===== config.mk =====
export PLATFORM = sky130hd
export DESIGN_NAME = mem_wb_stage
export DESIGN_NICKNAME = d
export VERILOG_FILES = /design/src/rtl/mem_wb_stage.sv
export SDC_FILE = /design/constraint.sdc
export NUM_CORES = 1
export LEC_CHECK = 0
export CAP_MARGIN = 20
export CORE_ASPECT_RATIO = 1.75
export CORE_UTILIZATION = 43
export DETAILED_ROUTE_END_ITERATION = 8
export GPL_TIMING_DRIVEN = 1
export PLACE_DENSITY = 0.74
export SLEW_MARGIN = 15
export SYNTH_ARGS = -nofsm -noshare
export SYNTH_HDL_FRONTEND = slang
export SYNTH_SLANG_ARGS = --single-unit

===== constraint.sdc =====
create_clock -name clk -period 2.4 [get_ports clk]
set_clock_uncertainty 0.05 [all_clocks]
set_input_delay 0.36 -clock clk [delete_from_list [all_inputs] [get_ports clk]]
set_output_delay 0.36 -clock clk [all_outputs]
set_load 0.01 [all_outputs]

===== src/rtl/mem_wb_stage.sv =====
// rtl/mem_wb_stage.sv - MEM/WB pipeline stage with blocking cache miss handshake
// Optional saturating hit/miss counters are built when MEM_WB_STATS_EN is defined.
module mem_wb_stage (
    input  logic        clk,
    input  logic        rst,
    input  logic        ex_valid,
    input  logic        ex_memtoreg,
    input  logic        ex_memwrite,
    input  logic        ex_regwrite,
    input  logic [31:0] ex_alu_result,
    input  logic [31:0] ex_write_data,
    input  logic [4:0]  ex_write_reg,
    output logic        memtoreg,
    output logic        memwrite,
    output logic [31:0] INAddress,
    output logic [31:0] INWriteData,
    output logic [4:0]  INWriteReg,
    input  logic        hit,
    input  logic        cache_dataReady,
    input  logic [31:0] read_data_word,
    input  logic [4:0]  OUTWriteReg,
    output logic        stall,
    output logic        wb_valid,
    output logic        wb_regwrite,
    output logic [4:0]  wb_write_reg,
    output logic [31:0] wb_data
`ifdef MEM_WB_STATS_EN
    ,
    output logic [15:0] hit_count,
    output logic [15:0] miss_count
`endif
);

    typedef enum logic {IDLE, WAIT} state_t;

    state_t      state, state_nxt;
    logic [31:0] req_addr, req_data;
    logic [4:0]  req_reg;
    logic        req_load, req_store, req_regwrite;

    logic        ex_mem, ex_load;
    logic        cap_valid, cap_regwrite;
    logic [31:0] cap_data;
    logic [4:0]  cap_reg;
    logic        hit_evt, miss_evt;

    assign ex_mem  = ex_memtoreg | ex_memwrite;
    assign ex_load = ex_memtoreg;

    always_comb begin
        state_nxt    = state;
        memtoreg     = 1'b0;
        memwrite     = 1'b0;
        INAddress    = 32'd0;
        INWriteData  = 32'd0;
        INWriteReg   = 5'd0;
        stall        = 1'b0;
        cap_valid    = 1'b0;
        cap_regwrite = 1'b0;
        cap_data     = wb_data;
        cap_reg      = wb_write_reg;
        hit_evt      = 1'b0;
        miss_evt     = 1'b0;
        if (rst) begin
            case (state)
                IDLE: begin
                    if (ex_valid) begin
                        // a load that also claims memwrite is still a load
                        memtoreg    = ex_load;
                        memwrite    = ex_memwrite & ~ex_load;
                        INAddress   = ex_alu_result;
                        INWriteData = ex_write_data;
                        INWriteReg  = ex_write_reg;
                        if (!ex_mem) begin
                            cap_valid    = 1'b1;
                            cap_regwrite = ex_regwrite;
                            cap_data     = ex_alu_result;
                            cap_reg      = ex_write_reg;
                        end else if (hit) begin
                            hit_evt   = 1'b1;
                            cap_valid = 1'b1;
                            if (ex_load) begin
                                cap_regwrite = ex_regwrite;
                                cap_data     = read_data_word;
                                cap_reg      = OUTWriteReg;
                            end
                        end else begin
                            miss_evt  = 1'b1;
                            stall     = 1'b1;
                            state_nxt = WAIT;
                        end
                    end
                end
                WAIT: begin
                    memtoreg    = req_load;
                    memwrite    = req_store;
                    INAddress   = req_addr;
                    INWriteData = req_data;
                    INWriteReg  = req_reg;
                    if (cache_dataReady) begin
                        cap_valid = 1'b1;
                        state_nxt = IDLE;
                        if (req_load) begin
                            cap_regwrite = req_regwrite;
                            cap_data     = read_data_word;
                            cap_reg      = OUTWriteReg;
                        end
                    end else begin
                        stall = 1'b1;
                    end
                end
                default: state_nxt = IDLE;
            endcase
        end
    end

    always_ff @(posedge clk or negedge rst) begin
        if (!rst) begin
            state        <= IDLE;
            req_addr     <= 32'd0;
            req_data     <= 32'd0;
            req_reg      <= 5'd0;
            req_load     <= 1'b0;
            req_store    <= 1'b0;
            req_regwrite <= 1'b0;
        end else begin
            state <= state_nxt;
            if (miss_evt) begin
                req_addr     <= ex_alu_result;
                req_data     <= ex_write_data;
                req_reg      <= ex_write_reg;
                req_load     <= ex_load;
                req_store    <= ex_memwrite & ~ex_load;
                req_regwrite <= ex_regwrite;
            end
        end
    end

    // bubbles and stores keep wb_data/wb_write_reg at their previous values
    always_ff @(posedge clk or negedge rst) begin
        if (!rst) begin
            wb_valid     <= 1'b0;
            wb_regwrite  <= 1'b0;
            wb_write_reg <= 5'd0;
            wb_data      <= 32'd0;
        end else begin
            wb_valid     <= cap_valid;
            wb_regwrite  <= cap_regwrite;
            wb_write_reg <= cap_reg;
            wb_data      <= cap_data;
        end
    end

`ifdef MEM_WB_STATS_EN
    always_ff @(posedge clk or negedge rst) begin
        if (!rst) begin
            hit_count  <= 16'd0;
            miss_count <= 16'd0;
        end else begin
            if (hit_evt && hit_count != 16'hFFFF)
                hit_count <= hit_count + 16'd1;
            if (miss_evt && miss_count != 16'hFFFF)
                miss_count <= miss_count + 16'd1;
        end
    end
`else
    logic unused_evt;
    assign unused_evt = hit_evt;
`endif

endmodule

==> flow_summary.toml <==
[yosys]
yosysUniqueCellTypes = 33
syn_inst = 536
synth-seq-cells = 112
yosysSeqAreaShare = 0.4381
synth.avg_cell_area_um2 = 11.94
syn-cell-area_mm2 = 0.006397
yosys_warnings = 0
synthesis.nets = 650

[setup_path]
r2r-end = "req_reg[0]"
path_delay_family = "buffers and inverters"
critical_path.endpoint_type = "output pin"
path_buf_inv = 2
timing.reg2reg.setup_slack_ps = 190
cp-endpoint = "INWriteReg[3]"
cp_slowest_cell = "clkdlybuf4s50_1"
slowest_delay_ps = 550
cp.arrival_ps = 1930
cp-startpoint = "state"
worst-r2r-cell-count = 7
path_cells = "buf_12, o21ai_0, and2_1, clkdlybuf4s50_1"
r2r_start = "state"
crit_cells = 4
path_max_fanout = 46
start_kind = "flop"
critPathKind = "reg2out"
required_ps = 1990

[route]
first_iter_violations = 165
ant_nets = 0
finalWirelength_um = 18340
drc = 0
post_drt_wl_per_cell_um = 18.93
via_per_inst = 5.276
firstDrtPassIters = 4
num_vias = 5112

[cts]
cts_tree = "yes"
clkTransAtPathRegs_ps = 80
clockRootBuffer = "clkbuf_16"
clock-sinks = 112
ctsLongestPathBuffers = 2
clk_latency_ps = 330
htree_levels = 3
cts_buffers = 9

[power]
seq_power_share = 0.405
p_leak_nw = 4.250
clkPwrFrac = 0.193
switchingPower_w = 0.002109
p_int_w = 0.005096
peakVddDrop_mv = 0.4215
switching_share = 0.2927
combPwrFrac = 0.402
power_density_mw_per_mm2 = 762.8

[layout]
reg.largest.list = "req_addr x32, req_data x32, wb_data x32"
layout_commonest_cell = "clkdlybuf4s50_1"
fin_nets = 897
layout-drive-gt1-share = 0.2792
area_growth_pct = 47.64
layout_common_cells = "clkdlybuf4s50_1 (151), dfrtp_1 (111), mux2_4 (98), nand2_1 (75), dlygate4sd2_1 (69)"

[sta]
fmax_mhz = 428.1
setup_viol = 0
hold_viol = 0
holdWs_ps = 124.2
period_share = 0.9734
worst_slack_ps = 63.88
tns_ps = 0
maxSlewViolCount = 0
worst_slew_pin_slew_ps = 981.9
post-route-min-period_ps = 2336
relSlewSlack = 0.3433

[die]
core_area_mm2 = 0.01444
boundaryPins = 225
initial_utilization = 0.4430
rows = 58
die_w_um = 94.21
die_h_um = 163.4
die_area_mm2 = 0.01539

[global_routing]
grt_antenna_before_repair = 1
grt_max_degree = 68
grt_pass1_wl_um = 28750
grt_pass1_vias = 5531
grt.total_usage = 0.2412
overflow = 0

[place]
pre_cts_slack_ps = -212.2
hpwl_um = 12570
place.gp.congestion = 0.7778
portBuffers = 224

[flow_run]
cap_violations = 0

[hold_path]
min-delay-path-class = "in2async"

[status]
outcome = "complete, no violations"
-- worst reg2reg max path: cells and delay by family (launching register included) --
| kind | cells | cell delay (ps) |
|---|---|---|
| flops | 1 | 520 |
| simple gates | 3 | 520 |
| buf+inv | 3 | 560 |
| mux | 1 | 430 |
-- power groups by stage --
stage | Clock, W | Sequential (W) | Combinational, W
after floorplan | 0 | 0.00297 | 0.00142
after global placement | 0 | 0.00289 | 0.00285
after detailed placement | 0 | 0.00292 | 0.00291
after CTS | 0.00141 | 0.00291 | 0.00289
after global routing | 0.00150 | 0.00298 | 0.00308
final | 0.00139 | 0.00292 | 0.00290
-- cell usage after synthesis --
cell      count  area share
nor3_4        1      0.0025
a22oi_1      34       0.040
clkbuf_2      1     0.00078
a21boi_0      2      0.0023
nand2b_1      1     0.00098
nand2_1      75       0.044
nor2b_4       1      0.0022
buf_2         6      0.0047
nor2b_2       1      0.0014
a22o_1        1      0.0014
nand3_1       1     0.00078
mux2_4       98        0.23
clkbuf_1     23       0.013
a32oi_1       1      0.0014
o21ai_0      35       0.027
mux2_2       46       0.081
buf_4         2      0.0023
o21ai_1       1     0.00078
dfrtp_1     112        0.44
nor2_4        1      0.0018
and2_1       35       0.034
a21oi_4       1      0.0025
o211ai_1      1      0.0012
nor2b_1      35       0.034
buf_6        11       0.019
a21o_1        1      0.0012
o311ai_2      1      0.0025
nand2_2       1     0.00098
o21bai_1      1      0.0012
inv_2         1     0.00059
and3b_4       1      0.0020
inv_1         1     0.00059
a21oi_1       3      0.0023
-- logic make-up (layout without fill, tap and decap cells) --
kind of cell	count (synthesis)	in the layout	synth area share
other	0	1	0
DFF	112	112	0.4381
AOI/OAI and AO/OA	82	82	0.08410
buffers and inverters	45	297	0.04185
and+or+nand+nor	153	153	0.1250
muxes	144	144	0.3110
-- timing repair --
item,4_1_cts,5_1_grt
endpoints found under the setup margin,72,6
hold endpoints to repair,27,0
hold buffers,4,0
gates cloned,1,1
buffers inserted,6,2
gates resized for setup,77,3
-- stage by stage --
stage	instance area, um^2	instances	utilization	total power (W)
3_3_place_gp	9060	937	0.6274	0.005735
2_1_floorplan	6397	536	-	0.004396
3_5_place_dp	9060	937	0.6274	0.005828
4_1_cts	9376	964	0.6493	0.007209
5_1_grt	9445	969	0.6540	0.007565
6_report	9445	969	0.6540	0.007205
-- layer usage --
metal / wire length, um / part of all wire / up-vias / GRT usage
met2: 9800 / 0.53 / 182 / 0.4368
met1: 6984 / 0.38 / 2546 / 0.2750
met4: 697 / 0.038 / 0 / 0.1070
met5: 0 / 0 / - / 0
li1: - / - / 2344 / -
met3: 856 / 0.047 / 40 / 0.03399
-- how the worst min path moves through the flow --
| stage | startpoint | end | depth (start not counted) |
|---|---|---|---|
| 2_1_floorplan | rst | req_addr[0] | 0 |
| 3_3_place_gp | rst | req_reg[3] | 1 |
| 3_5_place_dp | rst | req_reg[3] | 1 |
| 4_1_cts | rst | req_data[21] | 3 |
| 5_1_grt | rst | req_data[19] | 3 |
| 6_report | rst | req_data[17] | 3 |
-- cell type report --
type	instances	area, um^2
Timing Repair Buffer	279	2804
Tap cell	180	225.2
Clock inverter	4	31.28
Antenna cell	1	2.502
Inverter	2	7.507
Fill cell	1137	4996
Sequential cell	112	2806
Multi-Input combinational cell	379	3332
Clock buffer	12	236.5
(Power assumes the default switching activity.)
